$ cat src/rtl/i2c_pkg.sv
// Shared types and constants for the I2C register target.
package i2c_pkg;

    localparam int unsigned ADDR_BITS = 7;
    localparam int unsigned BYTE_BITS = 8;
    localparam int unsigned BIT_CNT_W = 4;

    typedef enum logic [3:0] {
        IDLE,
        ADDR,
        ADDR_ACK,
        PTR,
        PTR_ACK,
        WDATA,
        WDATA_ACK,
        RDATA,
        RDATA_CACK,
        WAIT
    } i2c_tgt_state_t;

endpackage

$ cat src/rtl/i2c_glitch_filter.sv
// Two-flop synchroniser followed by a level filter that accepts a new level
// only after FILTER_LEN consecutive identical synchronised samples.
module i2c_glitch_filter #(
    parameter int unsigned FILTER_LEN = 3,
    parameter logic        RESET_VAL  = 1'b1
) (
    input  logic clk,
    input  logic rst,
    input  logic din,
    output logic dout
);

    localparam int unsigned      CNT_W   = (FILTER_LEN > 1) ? $clog2(FILTER_LEN) : 1;
    localparam logic [CNT_W-1:0] CNT_MAX = CNT_W'(FILTER_LEN - 1);

    logic             sync_1;
    logic             sync_2;
    logic [CNT_W-1:0] cnt;

    // Any sample agreeing with the current output restarts the run count.
    always_ff @(posedge clk or posedge rst) begin
        if (rst) begin
            sync_1 <= RESET_VAL;
            sync_2 <= RESET_VAL;
            cnt    <= '0;
            dout   <= RESET_VAL;
        end else begin
            sync_1 <= din;
            sync_2 <= sync_1;
            if (sync_2 == dout) begin
                cnt <= '0;
            end else if (cnt == CNT_MAX) begin
                dout <= sync_2;
                cnt  <= '0;
            end else begin
                cnt <= cnt + CNT_W'(1);
            end
        end
    end

endmodule

$ cat src/rtl/i2c_reg_target.sv
// I2C target exposing a byte-wide register file: pointer byte then writes,
// or sequential reads from the pointer; host fabric may also write registers.
module i2c_reg_target
    import i2c_pkg::*;
#(
    parameter logic [ADDR_BITS-1:0] ADDRESS    = 7'h42,
    parameter int unsigned          NUM_REGS   = 8,
    parameter int unsigned          FILTER_LEN = 3
) (
    input  logic                          clk,
    input  logic                          rst,
    input  logic                          scl_i,
    input  logic                          sda_i,
    output logic                          sda_oe,
    input  logic                          host_we,
    input  logic [$clog2(NUM_REGS)-1:0]   host_idx,
    input  logic [BYTE_BITS-1:0]          host_wdata,
    output logic [NUM_REGS*BYTE_BITS-1:0] regs_q,
    output logic                          wr_valid,
    output logic [$clog2(NUM_REGS)-1:0]   wr_idx,
    output logic                          busy
);

    localparam int unsigned          PTR_W    = $clog2(NUM_REGS);
    localparam logic [BIT_CNT_W-1:0] LAST_BIT = BIT_CNT_W'(BYTE_BITS - 1);
    localparam logic [BIT_CNT_W-1:0] ALL_BITS = BIT_CNT_W'(BYTE_BITS);

    logic scl_f, sda_f;
    logic scl_d, sda_d;
    logic scl_rise, scl_fall, start_det, stop_det;

    i2c_tgt_state_t state, state_n;
    logic [BIT_CNT_W-1:0] bit_cnt, bit_cnt_n;
    logic [BYTE_BITS-2:0] rx, rx_n;
    logic [BYTE_BITS-1:0] rx_byte;
    logic [BYTE_BITS-1:0] tx, tx_n;
    logic [PTR_W-1:0]     ptr, ptr_n;
    logic                 rw, rw_n;
    logic                 sda_oe_n, busy_n, wr_valid_n;
    logic [PTR_W-1:0]     wr_idx_n;
    logic                 bus_we_c;
    logic                 load_rd;

    logic [BYTE_BITS-1:0] regs [NUM_REGS];
    logic [BYTE_BITS-1:0] rd_byte;

    i2c_glitch_filter #(.FILTER_LEN(FILTER_LEN), .RESET_VAL(1'b1)) u_scl_filt (
        .clk  (clk),
        .rst  (rst),
        .din  (scl_i),
        .dout (scl_f)
    );

    i2c_glitch_filter #(.FILTER_LEN(FILTER_LEN), .RESET_VAL(1'b1)) u_sda_filt (
        .clk  (clk),
        .rst  (rst),
        .din  (sda_i),
        .dout (sda_f)
    );

    // Previous filtered levels; presetting high keeps reset from looking like a START.
    always_ff @(posedge clk or posedge rst) begin
        if (rst) begin
            scl_d <= 1'b1;
            sda_d <= 1'b1;
        end else begin
            scl_d <= scl_f;
            sda_d <= sda_f;
        end
    end

    assign scl_rise  = scl_f & ~scl_d;
    assign scl_fall  = ~scl_f & scl_d;
    assign start_det = scl_f & scl_d & sda_d & ~sda_f;
    assign stop_det  = scl_f & scl_d & ~sda_d & sda_f;

    assign rx_byte = {rx, sda_f};
    assign rd_byte = regs[ptr];

    always_ff @(posedge clk or posedge rst) begin
        if (rst) begin
            state    <= IDLE;
            bit_cnt  <= '0;
            rx       <= '0;
            tx       <= '0;
            ptr      <= '0;
            rw       <= 1'b0;
            sda_oe   <= 1'b0;
            busy     <= 1'b0;
            wr_valid <= 1'b0;
            wr_idx   <= '0;
        end else begin
            state    <= state_n;
            bit_cnt  <= bit_cnt_n;
            rx       <= rx_n;
            tx       <= tx_n;
            ptr      <= ptr_n;
            rw       <= rw_n;
            sda_oe   <= sda_oe_n;
            busy     <= busy_n;
            wr_valid <= wr_valid_n;
            wr_idx   <= wr_idx_n;
        end
    end

    // ACK phases use sda_oe itself to tell the first SCL fall (drive) from the second (release).
    always_comb begin
        state_n    = state;
        bit_cnt_n  = bit_cnt;
        rx_n       = rx;
        tx_n       = tx;
        ptr_n      = ptr;
        rw_n       = rw;
        sda_oe_n   = sda_oe;
        busy_n     = busy;
        wr_valid_n = 1'b0;
        wr_idx_n   = wr_idx;
        bus_we_c   = 1'b0;
        load_rd    = 1'b0;

        if (stop_det) begin
            state_n  = IDLE;
            sda_oe_n = 1'b0;
            busy_n   = 1'b0;
        end else if (start_det) begin
            state_n   = ADDR;
            bit_cnt_n = '0;
            sda_oe_n  = 1'b0;
        end else begin
            case (state)
                ADDR: begin
                    if (scl_rise) begin
                        rx_n      = rx_byte[BYTE_BITS-2:0];
                        bit_cnt_n = bit_cnt + BIT_CNT_W'(1);
                        if (bit_cnt == LAST_BIT) begin
                            bit_cnt_n = '0;
                            rw_n      = sda_f;
                            if (rx == ADDRESS) begin
                                state_n = ADDR_ACK;
                                busy_n  = 1'b1;
                            end else begin
                                state_n = WAIT;
                                busy_n  = 1'b0;
                            end
                        end
                    end
                end
                ADDR_ACK: begin
                    if (scl_fall) begin
                        if (!sda_oe) begin
                            sda_oe_n = 1'b1;
                        end else begin
                            sda_oe_n  = 1'b0;
                            bit_cnt_n = '0;
                            if (rw) begin
                                state_n = RDATA;
                                load_rd = 1'b1;
                            end else begin
                                state_n = PTR;
                            end
                        end
                    end
                end
                PTR: begin
                    if (scl_rise) begin
                        rx_n      = rx_byte[BYTE_BITS-2:0];
                        bit_cnt_n = bit_cnt + BIT_CNT_W'(1);
                        if (bit_cnt == LAST_BIT) begin
                            bit_cnt_n = '0;
                            ptr_n     = rx_byte[PTR_W-1:0];
                            state_n   = PTR_ACK;
                        end
                    end
                end
                PTR_ACK, WDATA_ACK: begin
                    if (scl_fall) begin
                        if (!sda_oe) begin
                            sda_oe_n = 1'b1;
                        end else begin
                            sda_oe_n  = 1'b0;
                            bit_cnt_n = '0;
                            state_n   = WDATA;
                        end
                    end
                end
                WDATA: begin
                    if (scl_rise) begin
                        rx_n      = rx_byte[BYTE_BITS-2:0];
                        bit_cnt_n = bit_cnt + BIT_CNT_W'(1);
                        if (bit_cnt == LAST_BIT) begin
                            bit_cnt_n  = '0;
                            bus_we_c   = 1'b1;
                            wr_valid_n = 1'b1;
                            wr_idx_n   = ptr;
                            ptr_n      = ptr + PTR_W'(1);
                            state_n    = WDATA_ACK;
                        end
                    end
                end
                RDATA: begin
                    if (scl_rise) begin
                        bit_cnt_n = bit_cnt + BIT_CNT_W'(1);
                    end else if (scl_fall) begin
                        if (bit_cnt == '0) begin
                            load_rd = 1'b1;
                        end else if (bit_cnt == ALL_BITS) begin
                            sda_oe_n = 1'b0;
                            state_n  = RDATA_CACK;
                        end else begin
                            tx_n     = {tx[BYTE_BITS-2:0], tx[BYTE_BITS-1]};
                            sda_oe_n = ~tx[BYTE_BITS-2];
                        end
                    end
                end
                RDATA_CACK: begin
                    if (scl_rise) begin
                        bit_cnt_n = '0;
                        state_n   = sda_f ? WAIT : RDATA;
                    end
                end
                IDLE, WAIT: begin
                end
                default: begin
                    state_n = IDLE;
                end
            endcase
        end

        // Snapshot the read byte so later host writes cannot alter it mid-shift.
        if (load_rd) begin
            tx_n      = rd_byte;
            sda_oe_n  = ~rd_byte[BYTE_BITS-1];
            ptr_n     = ptr + PTR_W'(1);
            bit_cnt_n = '0;
        end
    end

    // Bus write is applied last so it wins a same-index collision with the host.
    always_ff @(posedge clk or posedge rst) begin
        if (rst) begin
            regs <= '{default: '0};
        end else begin
            if (host_we) begin
                regs[host_idx] <= host_wdata;
            end
            if (bus_we_c) begin
                regs[ptr] <= rx_byte;
            end
        end
    end

    for (genvar k = 0; k < NUM_REGS; k++) begin : g_flat
        assign regs_q[k*BYTE_BITS +: BYTE_BITS] = regs[k];
    end

endmodule

$ cat config.mk
export PLATFORM = sky130hd
export DESIGN_NAME = i2c_reg_target
export DESIGN_NICKNAME = d
export VERILOG_FILES = /design/src/rtl/i2c_pkg.sv /design/src/rtl/i2c_glitch_filter.sv /design/src/rtl/i2c_reg_target.sv
export SDC_FILE = /design/constraint.sdc
export NUM_CORES = 1
export LEC_CHECK = 0
export CAP_MARGIN = 20
export CORE_ASPECT_RATIO = 0.6
export CORE_UTILIZATION = 60
export DETAILED_ROUTE_END_ITERATION = 7
export GPL_TIMING_DRIVEN = 0
export PLACE_DENSITY = 0.89
export SLEW_MARGIN = 15
export SYNTH_ARGS = -nofsm -noshare
export SYNTH_HDL_FRONTEND = slang
export SYNTH_SLANG_ARGS = --single-unit
export TNS_END_PERCENT = 20
$ cat constraint.sdc
create_clock -name clk -period 8.92 [get_ports clk]
set_input_delay 1.784 -clock clk [delete_from_list [all_inputs] [get_ports clk]]
set_output_delay 1.784 -clock clk [all_outputs]
set_load 0.01 [all_outputs]
Yosys cells after proc, flatten, opt, wreduce, memory -nomap -nowiden
Index checks and enable logic that the tools add are counted.
{ "totals": {"wordCells": 225, "reg_bits": 109, "input_bits": 16, "out_inout_bits": 70} }
{ "op_classes": {"bitwise_logic": 19, "reduce_logical": 27, "mux": 92, "eq_ne": 51, "order_cmp": 4, "add_sub_neg": 4} }
{ "ops": {"columns": ["cell", "count"], "rows": [
  ["64-bit bitwise mux", 2],
  ["64-bit 2-to-1 mux", 2],
  ["4-bit 2-to-1 mux", 28],
  ["8-bit 2-to-1 mux", 12],
  ["4-bit != test, second input constant", 17],
  ["8-bit demux with 3-bit select", 2],
  ["4-bit one-hot mux with 8 select lines", 1],
  ["1-bit 2-to-1 mux", 28],
  ["8-bit binary-select mux with 3-bit select", 1],
  ["3-bit 2-to-1 mux", 8],
  ["7-bit AND reduction", 3],
  ["4-bit by 3-bit equality test with 1-bit output, second input constant", 5],
  ["4-bit one-hot mux with 4 select lines", 1],
  ["16-bit AND reduction", 1],
  ["3-bit != test, second input constant", 5],
  ["5-bit != test, second input constant", 3],
  ["5-bit AND reduction", 3],
  ["4-bit equality test, second input constant", 3],
  ["4-bit by 1-bit != test with 1-bit output, second input constant", 3],
  ["1-bit NOT", 10],
  ["2-bit nonzero test", 5],
  ["4-bit by 2-bit equality test with 1-bit output, second input constant", 2],
  ["4-bit >= comparator, second input constant", 2],
  ["4-bit zero test", 2],
  ["other kinds (24)", 48]
]} }

Depth between registers and ports, before layout
{ "depth": {"word_depth": 9, "depth_mapped": 8, "mapped_depth_nobuf": 7} }

Cells and area by module
From an unflattened synthesis, not the netlist that was laid out.
{ "hier_totals": {"cells_unflattened": 588, "hier_area_um2": 6070.8} }
{ "modules_own_cells": {"columns": ["mod", "cells_per_inst", "area_each_um2", "n_inst"], "rows": [
  ["i2c_reg_target", 566, 5705.5, 1],
  ["i2c_glitch_filter", 11, 182.7, 2]
]} }

Worst setup path before layout
Ideal clock, no wire load.
{ "synth_timing": {"kind": "input-to-reg", "from": "in host_idx[2]", "to": "reg regs, in the netlist regs_q[32]", "n_path_buf": 2, "slack_ps": 5902, "arrival_time_ps": 2892, "path_stages": 5, "setup_time_ps": 126, "cell_sequence": "clkbuf_1 > nor3b_1 > buf_1 > mux2i_1 > a21oi_1"} }
{ "synth_via": {"elab_chain_len": 9} }
{ "synth_lines": {"columns": ["element", "line_no", "rtl"], "rows": [
  ["start: declaration", "i2c_reg_target.sv:16", "input logic [$clog2(NUM_REGS)-1:0] host_idx,"],
  ["3-bit NOT with 4-bit output (not written as such) *", "i2c_reg_target.sv:244", "regs[host_idx] <= host_wdata;"],
  ["4-bit >= comparator (not written as such) or 4-bit by 1-bit less-than comparator with 1-bit output (tied branches)", "i2c_reg_target.sv:244", null],
  ["1-bit logical AND (not written as such)", "i2c_reg_target.sv:244", null],
  ["8-bit 2-to-1 mux (not written as such)", "i2c_reg_target.sv:244", null],
  ["8-bit demux with 3-bit select *", "i2c_reg_target.sv:244", null],
  ["64-bit bitwise mux *", "i2c_reg_target.sv:244", null],
  ["64-bit 2-to-1 mux *", "i2c_reg_target.sv:243", "if (host_we) begin"],
  ["64-bit bitwise mux", "i2c_reg_target.sv:247", "regs[ptr] <= rx_byte;"],
  ["64-bit 2-to-1 mux *", "i2c_reg_target.sv:246", "if (bus_we_c) begin"],
  ["end signal: indexed assignment", "i2c_reg_target.sv:244", null],
  ["end signal: indexed assignment", "i2c_reg_target.sv:247", null],
  ["end: declaration", "i2c_reg_target.sv:44", "logic [BYTE_BITS-1:0] regs [NUM_REGS];"]
]} }
Mark *: on every way between the ends. The rest lies on a longest branch, timed or not.
A chain may end at the register's enable or synchronous reset.

Final worst setup path
{ "layout_timing": {"from": "in host_idx[1]", "to": "reg regs, in the netlist regs_q[32]"} }
The elaborated chain is that of the path after synthesis.

==> results.md <==
* Status: finished clean
* Ports at 86
* Max-Cap Viols at 0
* Post-Syn Nets at 612
* CP max FO at 8
* RSZ-0062 raised after global routing: false
* Pin count of the biggest net entering global routing at 88
* Post-DRT Antenna Nets at 0
* Htree depth at 3
* Worst-path clk slew at 80 ps
* HPWL Detailed at 13420 microns
* DR top layer: met4
* Pwr/cell area at 230.9 nW/um^2
* Area delta synth->final at 20.57%
* Reg2reg path depth at 6
* Post-synth top area share at 0.4147
* Maximum VDD drop at 0.0001710 V
* Post-synth EDFFs at 0
* Resize count post-CTS at 0
* # rows at 28
* Overall routing resource usage at 0.3687
* Total wire length at 18530 microns
* Hold Path End: u_sda_filt.sync_2
* Vias at 5474
* Gate Count Post-Synth at 593
* Max_slew headroom at 0.3319
* Crit end category: flip-flop
* HP Class: reg -> reg
* Number of CTS-inserted buffers at 9
* Crit path time final at 3472 ps
* Initial antenna violation count at 0
* Required time worst endpoint at 9150 ps
* Flop2flop setup slack at 6270 ps
* Synth Flop Type: dfrtp_1
* Post-Syn Area at 6095 sq um
* Final setup viols at 0
* Final hold vios at 0
* 1st-pass router iterations at 5
* Worst Path Class, Setup: in -> reg
* DR WL met3 at 2650 microns
* Die height at 80.07 microns
* Setup crit start kind: input port
* Nets at 699
* Vias per inst at 6.676
* Cell taking the most area after synthesis: dfrtp_1
* CTS tree: built
* Sequential area share after synthesis at 0.4492
* Vias in the first global route at 5149
* Root Driver: clkbuf_16
* Least-Margin Pin Slew at 996.8 ps
* Final setup skew at 7.664 ps
* Yosys cell types at 66
* Yosys warnings at 0
* Avg Inst Size Synth at 10.28 sq um
* GP Congestion at 0.9408
* Final hold slack at 359.7 ps
* PortBufs at 75
* Grt ovf at 0
* WP data arrival at 3710 ps
* Setup TNS at 0 ps
* Max-slew violations at 0
* Core area at 9879 sq um
* Final worst-path cycle share at 0.3892
* Initial Util at 0.6169
* Hold Path Depth at 0
* Reg2reg end: regs_q[52]
* Worst-Skew Late Latency at 360 ps
* Async set-reset flop share out of synthesis at 1.000
* Post-CTS Repair Setup Buffers at 0
* Hold path start: u_sda_filt.sync_1
* Ant. Diodes at 0
* DIE AREA at 10580 sq um
* Fmax at 288.0 MHz
* Met2 wire length at 7562 microns
* Hold buffer count at CTS at 0
* Synth Register Bits at 109
* Wire length on met1 at 7851 microns
* Clock Sinks at 109
* DRC viols at 0
* Synth area leaders: dfrtp_1 41%, mux2i_1 11%, a21oi_1 6.2%, mux4_2 5.9%, nor2_1 4.7%
* Routed length per placed instance at 22.60 microns
* P_leak at 3.249 nW
* Layout cells sized above 1 at 0.1401
* Initial DRC Count at 669
* Die width at 132.1 microns
* R2R Path Start: ptr[1]
* Clock buffer depth at 2
* First-pass GRT wire length at 28590 microns
cells by family (layout without fill, tap and decap cells):
| group | count (synthesis) | in the layout | share of synthesized area |
|---|---|---|---|
| buffers and inverters | 60 | 152 | 0.04599 |
| AOI/OAI and AO/OA | 138 | 138 | 0.1351 |
| adders and majority gates | 3 | 3 | 0.006160 |
| xor gates and xnor gates | 5 | 5 | 0.007185 |
| muxes | 94 | 94 | 0.1895 |
| DFF | 109 | 109 | 0.4492 |
| and+or+nand+nor | 184 | 184 | 0.1669 |
flip-flops by register name (all words and copies together) (netlist names), 2 cells and up:
signal and count:
bit_cnt 4, ptr 3, regs_q 64, rx 7
state 4, tx 8, u_scl_filt.cnt 2, u_sda_filt.cnt 2
wr_idx 3
worst max-delay path, stage by stage:
cell and delay, ps:
clkdlybuf4s50_1 500, nand2b_1 240, nor3b_1 220, buf_1 580
mux2i_1 280, a21oi_1 100
layer usage:
| layer | track usage | vias up |
|---|---|---|
| met5 | 0 | - |
| met4 | 0.1221 | 0 |
| met3 | 0.1313 | 56 |
| met2 | 0.5101 | 428 |
| met1 | 0.5337 | 2672 |
| li1 | - | 2318 |
metrics by stage:
stage	instances	worst slack, ps	util	instance area [sq um]	total power [mW]
5_1_grt	820	5369	0.7438	7348	1.767
3_5_place_dp	804	5143	0.7133	7047	1.279
2_1_floorplan	593	4275	-	6095	1.011
4_1_cts	820	5500	0.7438	7348	1.683
3_3_place_gp	803	2754	0.7100	7014	1.253
6_report	820	5448	0.7438	7348	1.697
synthesized netlist by cell type (all sizes together) (11+ instances only):
cell    number
mux2        11
nor2        79
clkbuf      20
a21oi       77
nor3        16
dfrtp      101
mux2i       67
nand2       23
o21ai       24
nor2b       17
buf         33
mux4        16
layout by cell type, fill, tap and decap left out, types with 10 or more instances in the layout:
master           instances
a211oi_1                10
a21oi_1                 76
buf_1                   13
buf_2                   14
clkbuf_1                20
clkdlybuf4s50_1         75
dfrtp_1                101
mux2_2                  11
mux2i_1                 67
mux4_2                  16
nand2_1                 23
nor2_1                  77
nor2b_1                 17
nor3_1                  12
o21ai_0                 13
o21ai_1                 11
how the worst max path moves through the flow:
stage | end | slack, ps | cells after the start | from
5_1_grt | regs_q[22] | 5370 | 5 | host_we
2_1_floorplan | bit_cnt[0] | 4280 | 1 | rst
3_3_place_gp | rx[6] | 2750 | 2 | rst
6_report | regs_q[32] | 5450 | 6 | host_idx[1]
4_1_cts | regs_q[32] | 5500 | 6 | host_idx[1]
3_5_place_dp | regs_q[38] | 5140 | 6 | host_idx[1]
report_power, final:
group          switching, mW  internal (mW)
combinational          0.317          0.272
sequential             0.102          0.600
clock                  0.205          0.201
total                  0.624           1.07
cell type report:
class                           count  area [sq um]
Multi-Input combinational cell    424          3077
Tap cell                          135         168.9
Buffer                             53         254.0
Timing Repair Buffer               76         778.2
Sequential cell                   109          2738
Clock buffer                        9         225.2
Clock inverter                      7         76.32
Inverter                            7         31.28
Fill cell                         724          2531
(Power assumes the default switching activity.)
